<file path="src/rtl/digit_serial_adder_pkg.sv">
// ----------------------------------------------------------------------------
// digit_serial_adder_pkg
//   Shared definitions for the digit-serial adder:
//     - state_e   : FSM state encoding (IDLE / RUN / DONE)
//     - cnt_width : width of the digit counter for N = WIDTH/DIGIT digits
//                   (at least one bit, so N = 1 still gets a real register)
// ----------------------------------------------------------------------------
package digit_serial_adder_pkg;

  typedef enum logic [1:0] {
    ST_IDLE = 2'd0,
    ST_RUN  = 2'd1,
    ST_DONE = 2'd2
  } state_e;

  function automatic int cnt_width(input int n);
    int w;
    if (n > 1) begin
      w = $clog2(n);
    end else begin
      w = 1;
    end
    return w;
  endfunction

endpackage

</file>
<file path="src/rtl/digit_serial_adder_ripple.sv">
// ----------------------------------------------------------------------------
// dsa_full_adder
//   One-bit full adder cell.
//   Ports: a_i, b_i, c_i (inputs) -> s_o (sum), co_o (carry out)
//
// digit_ripple_adder
//   Purely combinational DIGIT-bit ripple-carry adder built from DIGIT
//   full-adder cells. Reused every clock by digit_serial_adder.
//   Ports:
//     x_i[DIGIT], y_i[DIGIT] : operand digits
//     ci_i                   : carry into bit 0
//     s_o[DIGIT]             : digit sum
//     co_o                   : carry out of the MSB
//     c_msb_in_o             : carry into the MSB (signed overflow detection)
// ----------------------------------------------------------------------------
module dsa_full_adder (
  input  logic a_i,
  input  logic b_i,
  input  logic c_i,
  output logic s_o,
  output logic co_o
);
  assign s_o  = a_i ^ b_i ^ c_i;
  assign co_o = (a_i & b_i) | (c_i & (a_i ^ b_i));
endmodule

module digit_ripple_adder #(
  parameter int DIGIT = 2
) (
  input  logic [DIGIT-1:0] x_i,
  input  logic [DIGIT-1:0] y_i,
  input  logic             ci_i,
  output logic [DIGIT-1:0] s_o,
  output logic             co_o,
  output logic             c_msb_in_o
);

  // c_s[k] is the carry into bit k; c_s[DIGIT] leaves the digit
  logic [DIGIT:0] c_s;

  assign c_s[0] = ci_i;

  for (genvar g = 0; g < DIGIT; g++) begin : g_fa
    dsa_full_adder u_fa (
      .a_i  (x_i[g]),
      .b_i  (y_i[g]),
      .c_i  (c_s[g]),
      .s_o  (s_o[g]),
      .co_o (c_s[g+1])
    );
  end

  assign co_o       = c_s[DIGIT];
  assign c_msb_in_o = c_s[DIGIT-1];

endmodule

</file>
<file path="src/rtl/digit_serial_adder.sv">
// ----------------------------------------------------------------------------
// digit_serial_adder
//   Adds or subtracts two WIDTH-bit operands DIGIT bits per clock using one
//   reused DIGIT-bit ripple adder and a registered carry. Start/done
//   handshake; latency WIDTH/DIGIT cycles from the accepting edge to done.
//
//   Ports:
//     clk_i          : rising-edge clock
//     rst_i          : synchronous active-high reset
//     start_i        : request, accepted in IDLE or DONE
//     a_i, b_i       : operands, latched on an accepted start
//     cin_i          : carry-in (add) / borrow-in (sub), latched on start
//     sub_i          : 0 = a+b+cin, 1 = a-b-cin, latched on start
//     busy_o         : high while digits are being processed
//     done_o         : one-cycle pulse, sum_o/cout_o valid
//     sum_o          : result, held until the next accepted start
//     cout_o         : carry-out (add) / NOT borrow-out (sub)
//     ovf_o          : signed overflow (only with DIGIT_SERIAL_ADDER_OVF_EN)
//
//   Build option: define DIGIT_SERIAL_ADDER_OVF_EN to add the ovf_o port.
// ----------------------------------------------------------------------------
module digit_serial_adder
  import digit_serial_adder_pkg::*;
#(
  parameter int WIDTH = 8,
  parameter int DIGIT = 2
) (
  input  logic             clk_i,
  input  logic             rst_i,
  input  logic             start_i,
  input  logic [WIDTH-1:0] a_i,
  input  logic [WIDTH-1:0] b_i,
  input  logic             cin_i,
  input  logic             sub_i,
  output logic             busy_o,
  output logic             done_o,
  output logic [WIDTH-1:0] sum_o,
  output logic             cout_o
`ifdef DIGIT_SERIAL_ADDER_OVF_EN
  ,
  output logic             ovf_o
`endif
);

  localparam int N  = WIDTH / DIGIT;
  localparam int CW = cnt_width(N);
  localparam logic [CW-1:0]    LAST_CNT   = CW'(N - 1);
  localparam logic [WIDTH-1:0] DIGIT_MASK = WIDTH'({DIGIT{1'b1}});

  state_e            state_q, state_d;
  logic [CW-1:0]     cnt_q, cnt_d;
  logic              carry_q, carry_d;
  logic [WIDTH-1:0]  a_q, a_d;
  logic [WIDTH-1:0]  b_q, b_d;     // already inverted for subtraction
  logic [WIDTH-1:0]  sum_q, sum_d;
  logic              cout_q, cout_d;
  logic              busy_q, busy_d;
  logic              done_q, done_d;

  logic [31:0]       shamt_s;      // bit offset of the current digit
  logic [DIGIT-1:0]  dig_a_s;
  logic [DIGIT-1:0]  dig_b_s;
  logic [DIGIT-1:0]  dig_s_s;
  logic              dig_co_s;

`ifdef DIGIT_SERIAL_ADDER_OVF_EN
  logic              c_msb_s;
  logic              ovf_q, ovf_d;
`else
  logic              c_msb_unused_s;
`endif

  assign shamt_s = 32'(cnt_q) * 32'(DIGIT);
  assign dig_a_s = DIGIT'(a_q >> shamt_s);
  assign dig_b_s = DIGIT'(b_q >> shamt_s);

  digit_ripple_adder #(.DIGIT(DIGIT)) u_ripple (
    .x_i        (dig_a_s),
    .y_i        (dig_b_s),
    .ci_i       (carry_q),
    .s_o        (dig_s_s),
    .co_o       (dig_co_s),
`ifdef DIGIT_SERIAL_ADDER_OVF_EN
    .c_msb_in_o (c_msb_s)
`else
    .c_msb_in_o (c_msb_unused_s)
`endif
  );

  // Next-state, datapath and output-register logic
  always_comb begin
    state_d = state_q;
    cnt_d   = cnt_q;
    carry_d = carry_q;
    a_d     = a_q;
    b_d     = b_q;
    sum_d   = sum_q;
    cout_d  = cout_q;
    busy_d  = 1'b0;
    done_d  = 1'b0;
`ifdef DIGIT_SERIAL_ADDER_OVF_EN
    ovf_d   = ovf_q;
`endif
    case (state_q)
      ST_IDLE, ST_DONE: begin
        if (start_i) begin
          a_d     = a_i;
          // a - b - cin == a + ~b + ~cin (mod 2^WIDTH)
          b_d     = sub_i ? ~b_i : b_i;
          carry_d = sub_i ? ~cin_i : cin_i;
          cnt_d   = {CW{1'b0}};
          state_d = ST_RUN;
          busy_d  = 1'b1;
        end else begin
          state_d = ST_IDLE;
        end
      end
      ST_RUN: begin
        sum_d   = (sum_q & ~(DIGIT_MASK << shamt_s)) |
                  (WIDTH'(dig_s_s) << shamt_s);
        carry_d = dig_co_s;
        if (cnt_q == LAST_CNT) begin
          cnt_d   = {CW{1'b0}};
          cout_d  = dig_co_s;
`ifdef DIGIT_SERIAL_ADDER_OVF_EN
          ovf_d   = c_msb_s ^ dig_co_s;
`endif
          state_d = ST_DONE;
          done_d  = 1'b1;
        end else begin
          cnt_d   = cnt_q + CW'(1);
          busy_d  = 1'b1;
        end
      end
      default: begin
        state_d = ST_IDLE;
      end
    endcase
  end

  // State and datapath registers with synchronous reset
  always_ff @(posedge clk_i) begin
    if (rst_i) begin
      state_q <= ST_IDLE;
      cnt_q   <= {CW{1'b0}};
      carry_q <= 1'b0;
      a_q     <= {WIDTH{1'b0}};
      b_q     <= {WIDTH{1'b0}};
      sum_q   <= {WIDTH{1'b0}};
      cout_q  <= 1'b0;
      busy_q  <= 1'b0;
      done_q  <= 1'b0;
    end else begin
      state_q <= state_d;
      cnt_q   <= cnt_d;
      carry_q <= carry_d;
      a_q     <= a_d;
      b_q     <= b_d;
      sum_q   <= sum_d;
      cout_q  <= cout_d;
      busy_q  <= busy_d;
      done_q  <= done_d;
    end
  end

`ifdef DIGIT_SERIAL_ADDER_OVF_EN
  // Signed overflow flag register
  always_ff @(posedge clk_i) begin
    if (rst_i) begin
      ovf_q <= 1'b0;
    end else begin
      ovf_q <= ovf_d;
    end
  end

  assign ovf_o = ovf_q;
`endif

  assign busy_o = busy_q;
  assign done_o = done_q;
  assign sum_o  = sum_q;
  assign cout_o = cout_q;

endmodule
</file>
<file path="config.mk">
export PLATFORM = sky130hd
export DESIGN_NAME = digit_serial_adder
export DESIGN_NICKNAME = d
export VERILOG_FILES = /design/src/rtl/digit_serial_adder_pkg.sv /design/src/rtl/digit_serial_adder_ripple.sv /design/src/rtl/digit_serial_adder.sv
export SDC_FILE = /design/constraint.sdc
export NUM_CORES = 1
export LEC_CHECK = 0
export CELL_PAD_IN_SITES_DETAIL_PLACEMENT = 0
export CELL_PAD_IN_SITES_GLOBAL_PLACEMENT = 2
export CORE_MARGIN = 4
export CORE_UTILIZATION = 32
export CTS_BUF_LIST = sky130_fd_sc_hd__clkbuf_4 sky130_fd_sc_hd__clkbuf_8
export CTS_CLUSTER_DIAMETER = 120
export DETAILED_ROUTE_END_ITERATION = 10
export GPL_ROUTABILITY_DRIVEN = 0
export HOLD_SLACK_MARGIN = 0.08
export PLACE_DENSITY_LB_ADDON = 0.2
export SLEW_MARGIN = 5
export SYNTH_ARGS = -nofsm -noshare
export SYNTH_HDL_FRONTEND = slang
export SYNTH_HIERARCHICAL = 1
export SYNTH_SLANG_ARGS = --single-unit
</file>
<file path="constraint.sdc">
create_clock -name clk_i -period 2.8 [get_ports clk_i]
set_input_delay 0.28 -clock clk_i [delete_from_list [all_inputs] [get_ports clk_i]]
set_output_delay 0.28 -clock clk_i [all_outputs]
set_load 0.1 [all_outputs]
</file>
==> out/results.ini <==
[run_status]
status = completed

[yosys]
syn_nets = 178
yosysSeqAreaShare_pct = 43.1
synth_edf_count = 0
synth-warning-count = 6
syn_inst = 151
synth_area_um2 = 1490
ys_types = 29
syn_area_per_cell_um2 = 9.85
synthArstFlopShare_pct = 0
ys_ff_latch = 32
ys.flop_type = dfxtp_1

[hold_path]
holdCritStartpoint = sum_o[6]
worstHoldPathCells = 2
whs_endpoint = sum_o[6]
hold_path_class = reg -> reg

[worst_setup_path]
crit_family = adder cells
rr_endpoint = sum_o[3]
r2r_setup_slack_ns = 0.34
cp.required_ns = 2.96
worst-setup-path-type = reg -> reg
crit_slowest_cell = mux4_2
crit_path_start_kind = flop
end_kind = flop
r2r_cells = 6
cp_num_buf_inv = 0
cpPeakStageDelay_ns = 0.55
cp.depth = 6
path_cells = mux4_2 -> fa_1 -> fa_1 -> nor2b_1 -> a32oi_1 -> nor2_1
reg2reg_from = cnt_q[1]
critPathArrivalTime_ns = 2.62
cp_max_fo = 5
path_common_cell = fa_1

[sta]
drv_slew = 0
finalHoldViolations = 0
final.setup_skew_ns = 0.00322
post-route-period-util_pct = 88.0
finalSetupViolCount = 0
max-slew-margin-rel_pct = 61.0
tightest_slew_ns = 0.584
fin_tns_setup_ns = 0
rsz0062_at_grt = no
fmax_mhz = 406
min_period_ns = 2.46
setup_slack_ns = 0.335

[grt]
grt_max_degree = 33
grt_usage_pct = 11.9
overflow = 0
grt_pass1_wl_mm = 5.71
grt_pass1_vias = 1222
antenna_found_initial = 0

[clock_network]
cts_buffers = 5
cts_sinks = 32
htree_levels = 2
insertion_delay_ns = 0.28
cts_tree = done
cts_setup_buffers = 0
clockBufferDepth = 2
hold_buffers = 0
cts_resized = 0
clockRootBuffer = clkbuf_8
clk_pin_slew_ns = 0.06

[route]
ant_nets = 0
first_iter_violations = 36
dr.pass1.iters = 4
post_drt_wl_per_cell_um = 13.7
drcViolationCount = 0
drt_wl_total_mm = 3.19
vias = 1165
viasPerCell = 5.00

[place]
pre_cts_slack_ns = 0.307
port_buffers = 31
dp.cells = 225
dp_hpwl_mm = 2.33

[floorplanning]
die_w_um = 76.2
pin_count = 32
start_util_pct = 33.7
rows = 24
die_y_um = 76.2
dieArea_um2 = 5800
core_region_area_um2 = 4410

[layout]
syn2layout_area_growth_pct = 25.4
final_common_cell = dfxtp_1
nNetsFinal = 207
most-common-layout-cells = dfxtp_1, nand2_1, clkdlybuf4s50_1, nor2_1, buf_4
drive_above_1_share_pct = 17.1
antenna_cells = 0
stdcell_count = 233

[pwr]
power_w = 0.00108
p_leak_nw = 0.697
peakVddDrop_mv = 0.261
power_density_nw_per_um2 = 580

[job]
drv_cap = 0

## metrics by stage
step                hold WS, ns  area, µm²  util [%]
floorplan                 0.352       1490         -
global placement          0.447       1770      40.1
detailed placement        0.452       1770      40.1
CTS                       0.461       1870      42.3
global route              0.485       1870      42.3
finish                    0.460       1870      42.3
## state kept, by name (all words and copies together) (netlist names), 2 cells and up
name     flops
sum_o        8
cnt_q        2
a_q          8
b_q          8
state_q      2
## cells by family (layout without fill, tap and decap cells)
family	Yosys count	in the layout	share of synthesized area, %
flip-flops	32	32	43.1
adder cells (fa/ha/maj)	6	6	6.06
XOR/XNOR	9	9	5.30
AND/OR/NAND/NOR	56	56	18.9
AO/OA/AOI/OAI	30	30	14.0
buffers and inverters	14	44	6.56
multiplexers	4	4	6.06
## routing by layer
| layer | vias up | wire length, µm | part of all wire (%) | GRT usage, % |
|---|---|---|---|---|
| li1 | 577 | - | - | - |
| met1 | 551 | 1510 | 47 | 15.0 |
| met2 | 29 | 1460 | 46 | 19.0 |
| met3 | 8 | 174 | 5.4 | 4.26 |
| met4 | 0 | 53 | 1.7 | 3.67 |
| met5 | - | 0 | 0 | 0 |
## worst min-delay path: cells and delay by family, from the launching register on
kind | cells | cell delay (ns)
AND/OR/NAND/NOR | 1 | 0.05
flip-flops | 1 | 0.31
AO/OA/AOI/OAI | 1 | 0.06
## layout make-up
type	count	area [µm²]
clock buffer	8	97.6
fill	439	2550
inverter	2	7.51
multi-input combinational	105	749
sequential	32	641
tap	52	65.1
timing repair buffer	34	305
## worst max-delay path by stage
stage               slack, ns      from        to
global placement         0.37  cnt_q[1]  sum_o[3]
floorplan                0.45  cnt_q[0]  sum_o[3]
global route             0.17  cnt_q[1]  sum_o[3]
CTS                      0.30  cnt_q[1]  sum_o[3]
finish                   0.34  cnt_q[1]  sum_o[3]
detailed placement       0.31  cnt_q[1]  sum_o[3]
## power by group
part	internal, W	switching, W	total, W
sequential	0.000482	0.0000186	0.000500
clock	0.000220	0.000161	0.000380
combinational	0.0000882	0.000114	0.000202
## cells in the mapped netlist (3+ instances only)
| cell | instances | share of area, % |
|---|---|---|
| a21oi_1 | 13 | 4.4 |
| nand2_1 | 20 | 5.0 |
| buf_6 | 3 | 2.3 |
| nand3_1 | 3 | 1.0 |
| mux4_2 | 4 | 6.1 |
| clkbuf_1 | 3 | 0.76 |
| buf_2 | 3 | 1.0 |
| nand3b_1 | 4 | 2.0 |
| nor2b_1 | 5 | 2.1 |
| a211oi_2 | 3 | 2.5 |
| a211oi_1 | 5 | 2.5 |
| a32oi_1 | 4 | 2.4 |
| xnor2_1 | 8 | 4.7 |
| dfxtp_1 | 32 | 43 |
| nor2_1 | 17 | 4.3 |
| ha_1 | 4 | 3.4 |
| a22oi_1 | 3 | 1.5 |
(Power assumes the default switching activity.)
